===== src/rtl/venture_pkg.sv =====
// Shared definitions for the instruction fetch stage.
//   fetch_state_e : fetch FSM encodings (idle / waiting for data / dropping a flushed response)
//   fifo_entry_t  : one buffered instruction (word + fetch address), 64 bits
//   NOP_INST      : reset value of buffered instruction words (addi x0, x0, 0)
package venture_pkg;

  localparam int unsigned XLEN = 32;

  localparam logic [XLEN-1:0] NOP_INST = 32'h0000_0013;

  typedef enum logic [1:0] {
    StIdle = 2'd0,
    StWait = 2'd1,
    StDrop = 2'd2
  } fetch_state_e;

  typedef struct packed {
    logic [XLEN-1:0] inst;
    logic [XLEN-1:0] pc;
  } fifo_entry_t;

endpackage


===== src/rtl/inst_fetch_if.sv =====
// Bundle of the fetch stage's bus signals.
//   imem_*     : request/grant/response port to instruction memory
//   redirect_* : PC redirect from execute
//   inst_*     : valid/ready stream of (instruction, pc) to decode
// Modports: master = fetch stage, slave = memory/execute/decode environment.
interface inst_fetch_if;
  import venture_pkg::*;

  logic            imem_req;
  logic [XLEN-1:0] imem_addr;
  logic            imem_gnt;
  logic            imem_rvalid;
  logic [XLEN-1:0] imem_rdata;

  logic            redirect_valid;
  logic [XLEN-1:0] redirect_pc;

  logic            inst_valid;
  logic [XLEN-1:0] inst;
  logic [XLEN-1:0] inst_pc;
  logic            inst_ready;

  modport master (
    output imem_req,
    output imem_addr,
    input  imem_gnt,
    input  imem_rvalid,
    input  imem_rdata,
    input  redirect_valid,
    input  redirect_pc,
    output inst_valid,
    output inst,
    output inst_pc,
    input  inst_ready
  );

  modport slave (
    input  imem_req,
    input  imem_addr,
    output imem_gnt,
    output imem_rvalid,
    output imem_rdata,
    output redirect_valid,
    output redirect_pc,
    input  inst_valid,
    input  inst,
    input  inst_pc,
    output inst_ready
  );

endinterface


===== src/rtl/inst_fifo.sv =====
// Synchronous FIFO of fetched (instruction, pc) entries.
//   clk, rst_n : clock, asynchronous active-low reset (entries reset to NOP / pc 0)
//   push_i     : write push_data_i at the tail
//   pop_i      : drop the head entry
//   flush_i    : empty the FIFO; overrides push and pop in the same cycle
//   count_o    : number of valid entries
//   head_o     : entry at the head (stale when empty)
module inst_fifo
  import venture_pkg::*;
#(
  parameter int unsigned DEPTH = 2
) (
  input  logic                     clk,
  input  logic                     rst_n,
  input  logic                     push_i,
  input  fifo_entry_t              push_data_i,
  input  logic                     pop_i,
  input  logic                     flush_i,
  output logic [$clog2(DEPTH):0]   count_o,
  output fifo_entry_t              head_o
);

  localparam int unsigned PtrW = (DEPTH > 1) ? $clog2(DEPTH) : 1;
  localparam int unsigned CntW = $clog2(DEPTH) + 1;

  fifo_entry_t           mem_q [DEPTH];
  logic [PtrW-1:0]       rd_ptr_q, rd_ptr_d;
  logic [PtrW-1:0]       wr_ptr_q, wr_ptr_d;
  logic [CntW-1:0]       count_q, count_d;
  logic                  do_push, do_pop;

  assign do_push = push_i && !flush_i && (count_q < CntW'(DEPTH));
  assign do_pop  = pop_i && !flush_i && (count_q != '0);

  always_comb begin
    rd_ptr_d = rd_ptr_q;
    wr_ptr_d = wr_ptr_q;
    count_d  = count_q;
    if (flush_i) begin
      // Keep the read pointer so the head output still shows the last entry.
      wr_ptr_d = rd_ptr_q;
      count_d  = '0;
    end else begin
      if (do_push) wr_ptr_d = wr_ptr_q + PtrW'(1);
      if (do_pop)  rd_ptr_d = rd_ptr_q + PtrW'(1);
      unique case ({do_push, do_pop})
        2'b10:   count_d = count_q + CntW'(1);
        2'b01:   count_d = count_q - CntW'(1);
        default: count_d = count_q;
      endcase
    end
  end

  always_ff @(posedge clk or negedge rst_n) begin
    if (!rst_n) begin
      rd_ptr_q <= '0;
      wr_ptr_q <= '0;
      count_q  <= '0;
    end else begin
      rd_ptr_q <= rd_ptr_d;
      wr_ptr_q <= wr_ptr_d;
      count_q  <= count_d;
    end
  end

  always_ff @(posedge clk or negedge rst_n) begin
    if (!rst_n) begin
      for (int i = 0; i < int'(DEPTH); i++) begin
        mem_q[i] <= '{inst: NOP_INST, pc: '0};
      end
    end else if (do_push) begin
      mem_q[wr_ptr_q] <= push_data_i;
    end
  end

  assign count_o = count_q;
  assign head_o  = mem_q[rd_ptr_q];

endmodule


===== src/rtl/inst_fetch.sv =====
// Instruction fetch stage: issues one word read at a time to instruction memory, buffers
// returned words in inst_fifo and streams (instruction, pc) pairs to decode. A redirect
// flushes the buffer and drops any in-flight response.
//   clk, rst_n : clock, asynchronous active-low reset
//   bus_io     : inst_fetch_if master (imem request/response, redirect, instruction stream)
module inst_fetch
  import venture_pkg::*;
#(
  parameter logic [XLEN-1:0] RESET_PC = 32'h0000_0000,
  parameter int unsigned     DEPTH    = 2
) (
  input  logic          clk,
  input  logic          rst_n,
  inst_fetch_if.master  bus_io
);

  localparam int unsigned CntW = $clog2(DEPTH) + 1;

  fetch_state_e    state_q, state_d;
  logic [XLEN-1:0] fetch_pc_q, fetch_pc_d;
  logic [XLEN-1:0] pend_pc_q, pend_pc_d;

  logic            redirect;
  logic            issue;
  logic            grant;
  logic            push;
  logic            pop;
  logic [CntW-1:0] count;
  fifo_entry_t     head;
  fifo_entry_t     push_data;

  assign redirect = bus_io.redirect_valid;

  // State register.
  always_ff @(posedge clk or negedge rst_n) begin
    if (!rst_n) state_q <= StIdle;
    else        state_q <= state_d;
  end

  // Next-state logic. A response arriving together with a redirect is already the one
  // being dropped, so nothing remains outstanding afterwards.
  always_comb begin
    state_d = state_q;
    unique case (state_q)
      StIdle: if (grant) state_d = StWait;
      StWait: begin
        if (bus_io.imem_rvalid) state_d = StIdle;
        else if (redirect)      state_d = StDrop;
      end
      StDrop: if (bus_io.imem_rvalid) state_d = StIdle;
      default: state_d = StIdle;
    endcase
  end

  // Output logic. rst_n gates the request so nothing is issued while reset is held.
  always_comb begin
    issue = 1'b0;
    push  = 1'b0;
    unique case (state_q)
      StIdle:  issue = rst_n && (count < CntW'(DEPTH)) && !redirect;
      StWait:  push  = bus_io.imem_rvalid && !redirect;
      default: begin
        issue = 1'b0;
        push  = 1'b0;
      end
    endcase
  end

  assign grant = issue && bus_io.imem_gnt;
  assign pop   = bus_io.inst_valid && bus_io.inst_ready;

  // Fetch address and pending-request address.
  always_comb begin
    fetch_pc_d = fetch_pc_q;
    pend_pc_d  = pend_pc_q;
    if (redirect) begin
      fetch_pc_d = {bus_io.redirect_pc[XLEN-1:2], 2'b00};
    end else if (grant) begin
      pend_pc_d  = fetch_pc_q;
      fetch_pc_d = fetch_pc_q + 32'd4;
    end
  end

  always_ff @(posedge clk or negedge rst_n) begin
    if (!rst_n) begin
      fetch_pc_q <= RESET_PC;
      pend_pc_q  <= RESET_PC;
    end else begin
      fetch_pc_q <= fetch_pc_d;
      pend_pc_q  <= pend_pc_d;
    end
  end

  assign push_data = '{inst: bus_io.imem_rdata, pc: pend_pc_q};

  inst_fifo #(
    .DEPTH (DEPTH)
  ) u_fifo (
    .clk         (clk),
    .rst_n       (rst_n),
    .push_i      (push),
    .push_data_i (push_data),
    .pop_i       (pop),
    .flush_i     (redirect),
    .count_o     (count),
    .head_o      (head)
  );

  assign bus_io.imem_req   = issue;
  assign bus_io.imem_addr  = fetch_pc_q;
  assign bus_io.inst_valid = (count != '0);
  assign bus_io.inst       = head.inst;
  assign bus_io.inst_pc    = head.pc;

endmodule


===== src/flat_wrapper.sv =====
// flat-port wrapper written by rule: the top's interface ports become plain ports
module inst_fetch_flat import venture_pkg::*;
#(
  parameter logic [XLEN-1:0] RESET_PC = 32'h0000_0000,
  parameter int unsigned     DEPTH    = 2
)
  (clk, rst_n, bus_io_imem_req, bus_io_imem_addr, bus_io_imem_gnt, bus_io_imem_rvalid, bus_io_imem_rdata, bus_io_redirect_valid, bus_io_redirect_pc, bus_io_inst_valid, bus_io_inst, bus_io_inst_pc, bus_io_inst_ready);
  inst_fetch_if bus_io_i ();
  input  logic clk;
  input  logic rst_n;
  output wire logic [$bits(bus_io_i.imem_req)-1:0] bus_io_imem_req;
  output wire logic [$bits(bus_io_i.imem_addr)-1:0] bus_io_imem_addr;
  input wire logic [$bits(bus_io_i.imem_gnt)-1:0] bus_io_imem_gnt;
  input wire logic [$bits(bus_io_i.imem_rvalid)-1:0] bus_io_imem_rvalid;
  input wire logic [$bits(bus_io_i.imem_rdata)-1:0] bus_io_imem_rdata;
  input wire logic [$bits(bus_io_i.redirect_valid)-1:0] bus_io_redirect_valid;
  input wire logic [$bits(bus_io_i.redirect_pc)-1:0] bus_io_redirect_pc;
  output wire logic [$bits(bus_io_i.inst_valid)-1:0] bus_io_inst_valid;
  output wire logic [$bits(bus_io_i.inst)-1:0] bus_io_inst;
  output wire logic [$bits(bus_io_i.inst_pc)-1:0] bus_io_inst_pc;
  input wire logic [$bits(bus_io_i.inst_ready)-1:0] bus_io_inst_ready;
  assign bus_io_imem_req = bus_io_i.imem_req;
  assign bus_io_imem_addr = bus_io_i.imem_addr;
  assign bus_io_i.imem_gnt = bus_io_imem_gnt;
  assign bus_io_i.imem_rvalid = bus_io_imem_rvalid;
  assign bus_io_i.imem_rdata = bus_io_imem_rdata;
  assign bus_io_i.redirect_valid = bus_io_redirect_valid;
  assign bus_io_i.redirect_pc = bus_io_redirect_pc;
  assign bus_io_inst_valid = bus_io_i.inst_valid;
  assign bus_io_inst = bus_io_i.inst;
  assign bus_io_inst_pc = bus_io_i.inst_pc;
  assign bus_io_i.inst_ready = bus_io_inst_ready;
  inst_fetch #(.RESET_PC(RESET_PC), .DEPTH(DEPTH)) u_core (.clk(clk), .rst_n(rst_n), .bus_io(bus_io_i));
endmodule

===== config.mk =====
export PLATFORM = sky130hd
export DESIGN_NAME = inst_fetch_flat
export DESIGN_NICKNAME = d
export VERILOG_FILES = /design/src/rtl/venture_pkg.sv /design/src/rtl/inst_fetch_if.sv /design/src/rtl/inst_fifo.sv /design/src/rtl/inst_fetch.sv /design/src/flat_wrapper.sv
export SDC_FILE = /design/constraint.sdc
export NUM_CORES = 1
export LEC_CHECK = 0
export ABC_CLOCK_PERIOD_IN_PS = 3850
export CAP_MARGIN = 20
export CORE_MARGIN = 2
export CORE_UTILIZATION = 48
export DETAILED_ROUTE_END_ITERATION = 12
export PLACE_DENSITY = 0.85
export SETUP_SLACK_MARGIN = 0.05
export SLEW_MARGIN = 20
export SYNTH_ARGS = -nofsm -noshare
export SYNTH_HDL_FRONTEND = slang
export SYNTH_HIERARCHICAL = 1
export SYNTH_SLANG_ARGS = --single-unit
export TNS_END_PERCENT = 10

===== constraint.sdc =====
create_clock -name clk -period 3.85 [get_ports clk]
set_input_delay 0.385 -clock clk [delete_from_list [all_inputs] [get_ports clk]]
set_output_delay 0.385 -clock clk [all_outputs]
set_load 0.05 [all_outputs]

==> impl_metrics.toml <==
[outcome]
run_status = "finished with violations"
violations = "DRC"

[cells_and_area]
fin_area_um2 = 11300
regArea_um2 = 4860
multi_input_area_um2 = 3720
fin_nets = 947
insertedDiodeCount = 0
syn_to_final_growth_pct = 27.1
drive_gt1_share_pct = 28.2
fill_cells = 1376
post-route-util_pct = 62.4
stdcell_count = 1118

[power]
vdd_drop_max_uv = 343
p_leak_nw = 5.15
p_total_mw = 6.07
clockPowerShare_pct = 30.3
seqPwrFrac_pct = 41.5
power_switching_mw = 2.00
switching_share_pct = 32.9
combPwrFrac_pct = 28.2
power_density_nw_per_um2 = 537
power.internal_mw = 4.07

[floorplan]
ios = 168
initial_core_util_pct = 49.1
rows = 49
core-area_um2 = 18100
die_w_um = 140
die-area_um2 = 19600
die_y_um = 140

[timing]
min_period_over_period_pct = 76.2
rsz0062_at_grt = "false"
fin_hold_ws_ns = 0.486
fin_worst_skew_ns = 0.00748
maxSlewViolCount = 0
finalSetupViolations = 0
final.setup.tns_ns = 0
setup_slack_ns = 0.915
worstMarginPinSlew_ns = 0.919
fmax_ghz = 0.341
maxSlewHeadroom_pct = 38.7
hold_viol = 0
period_minus_slack_ns = 2.94

[synthesis]
synth_top_flop_cell = "dfrtp_1"
ys_ff_latch = 194
synthTopCellsByCount = "dfrtp_1 (188), mux2_2 (188), nand2_1 (113)"
synth_top_cell_by_area = "dfrtp_1"
yosys_warnings = 6
yosysSeqAreaShare_pct = 54.7
synth-async-reset-ratio_pct = 100
syn_avg_cell_area_um2 = 12.4
syn-cell-area_um2 = 8880
syn_inst = 719
synth_edf_count = 0
synth.area.top_cells = "dfrtp_1 (53%), mux2_2 (24%), nand2_1 (4.8%), dfstp_2 (1.8%), o21ai_0 (1.3%)"
synth_cell_types = 53
synth_top_area_share_pct = 53.0

[setup_path]
critPathKind = "flip-flop to output port"
critical_path.endpoint_type = "output port"
rr_worst_depth = 6
crit_arrival_ns = 2.55
worstReg2RegEnd = "u_core/u_fifo/mem_q[39]$_DFFE_PN0P_"
rrSetupSlack_ns = 1.43
r2r_start = "u_core/state_q[1]$_DFFE_PN0P_"
startpoint_type = "flip-flop"
critPathRequiredTime_ns = 3.46
crit_fanout = 19

[cts]
cts_tree = "yes"
insertion_delay_ns = 0.43
postCtsSetupBuffers = 0
cts.path.max_buffers = 2
root_buffer = "clkbuf_16"
numCtsBuffers = 17
cts_num_sinks = 194
path_clk_slew_ns = 0.07
htree_levels = 4

[place]
dpl_worst_slack_ns = 0.947
port_buffers = 163
dp_hpwl_um = 12800
place_congestion = 0.836
placed_area_um2 = 10700
place_inst = 1085

[routing]
drt_pass1_iterations = 9
wl_per_cell_um = 17.6
vias = 6219
vias_per_cell = 5.56
routed_wl_um = 19600
drc = 14
drtIter0Drc = 417
ant_nets = 0

[job]
maxCapViolCount = 0

[global_route]
grt_usage_pct = 20.3
grt_pass1_wl_um = 31900
antenna_found_initial = 0
grt_pass1_vias = 6128
grt_max_degree = 73
grt-ovfl-total = 0

[min_path]
hp-class = "input pin to asynchronous set/reset pin"
## layout make-up
| cell class | count | share of cell area, % |
|---|---|---|
| inverter | 5 | 0.166 |
| sequential | 194 | 43.1 |
| tap | 229 | 2.54 |
| timing repair buffer | 177 | 15.8 |
| clock buffer | 22 | 4.20 |
| clock inverter | 10 | 1.30 |
| multi-input combinational | 481 | 33.0 |
## power by group through the flow
stage | clock network [mW] | logic (mW) | registers [mW]
detailed placement | 0 | 1.71 | 2.55
global placement | 0 | 1.70 | 2.53
global route | 1.96 | 1.79 | 2.56
floorplan | 0 | 1.06 | 2.59
finish | 1.84 | 1.71 | 2.52
CTS | 1.89 | 1.72 | 2.51
## routing by layer
metal	track usage [%]	vias up	wire, µm
li1	-	2863	-
met1	29.0	3103	9050
met2	31.7	234	8970
met3	4.72	19	1380
met4	5.42	0	239
met5	0	-	0
## registers in the layout, summed over array words and instances (netlist names)
name                     count
u_core/state_q               2
u_core/u_fifo/count_o        2
u_core/pend_pc_q            30
u_core/u_fifo/mem_q        128
u_core/bus_io.imem_addr     30
u_core/u_fifo/rd_ptr_q       1
u_core/u_fifo/wr_ptr_q       1
## layout by cell type (no fill, tap or decap), types with 3 or more instances in the layout
cell,Yosys,routed
nor2_1,19,19
and3_1,6,5
mux2_1,5,5
a21oi_1,9,9
clkbuf_8,2,4
nand2_1,113,113
a22oi_1,3,3
nand3b_1,7,7
nand4_1,17,17
nor3_1,3,3
a31oi_1,4,4
buf_12,0,3
bufinv_16,0,3
a221o_1,4,4
mux2_2,188,188
clkdlybuf4s50_1,0,162
nand3_1,15,15
o211ai_1,10,10
nand2b_1,4,4
nor2b_1,5,5
xnor2_1,3,3
dfrtp_1,188,187
inv_1,5,5
and2_1,3,3
clkbuf_16,0,17
buf_4,13,10
nor3b_1,3,3
dfstp_2,6,6
o311ai_0,3,3
o21ai_0,23,23
conb_1,1,6
## logic make-up (layout without fill, tap and decap cells)
| group | count (synthesis) | count (layout) | synth area share, % |
|---|---|---|---|
| other cells | 1 | 6 | 0.0422 |
| simple gates | 208 | 208 | 11.5 |
| compound gates | 68 | 68 | 4.99 |
| fa+ha+maj | 1 | 1 | 0.141 |
| flops | 194 | 194 | 54.7 |
| xor+xnor | 4 | 4 | 0.394 |
| buf+inv | 49 | 214 | 3.63 |
| mux | 194 | 194 | 24.6 |
## what timing repair did
item                                   CTS  global route
hold buffers                             1             0
resized for setup                        0             0
endpoints found under the hold margin   48             0
## critical path, cell delays in order (launching register included)
cell and delay [ns]:
dfrtp_2 0.71, buf_4 0.32, mux2_2 0.38, clkdlybuf4s50_1 0.70
## worst max path at each step
| stage | startpoint | to | slack [ns] | depth (start not counted) |
|---|---|---|---|---|
| 3_5_place_dp | bus_io_redirect_valid | u_core/u_fifo/mem_q[40]$_DFFE_PN0P_ | 0.95 | 7 |
| 4_1_cts | u_core/u_fifo/rd_ptr_q$_DFFE_PN0P_ | bus_io_inst_pc[14] | 0.87 | 3 |
| 5_1_grt | u_core/u_fifo/rd_ptr_q$_DFFE_PN0P_ | bus_io_inst_pc[14] | 0.83 | 3 |
| 6_report | u_core/u_fifo/rd_ptr_q$_DFFE_PN0P_ | bus_io_inst_pc[14] | 0.91 | 3 |
| 2_1_floorplan | u_core/bus_io.imem_addr[2]$_DFFE_PN0P_ | u_core/bus_io.imem_addr[24]$_DFFE_PN0P_ | 1.74 | 7 |
| 3_3_place_gp | bus_io_redirect_valid | u_core/u_fifo/mem_q[57]$_DFFE_PN0P_ | 1.0 | 7 |
Power figures use the tool's default switching activity.
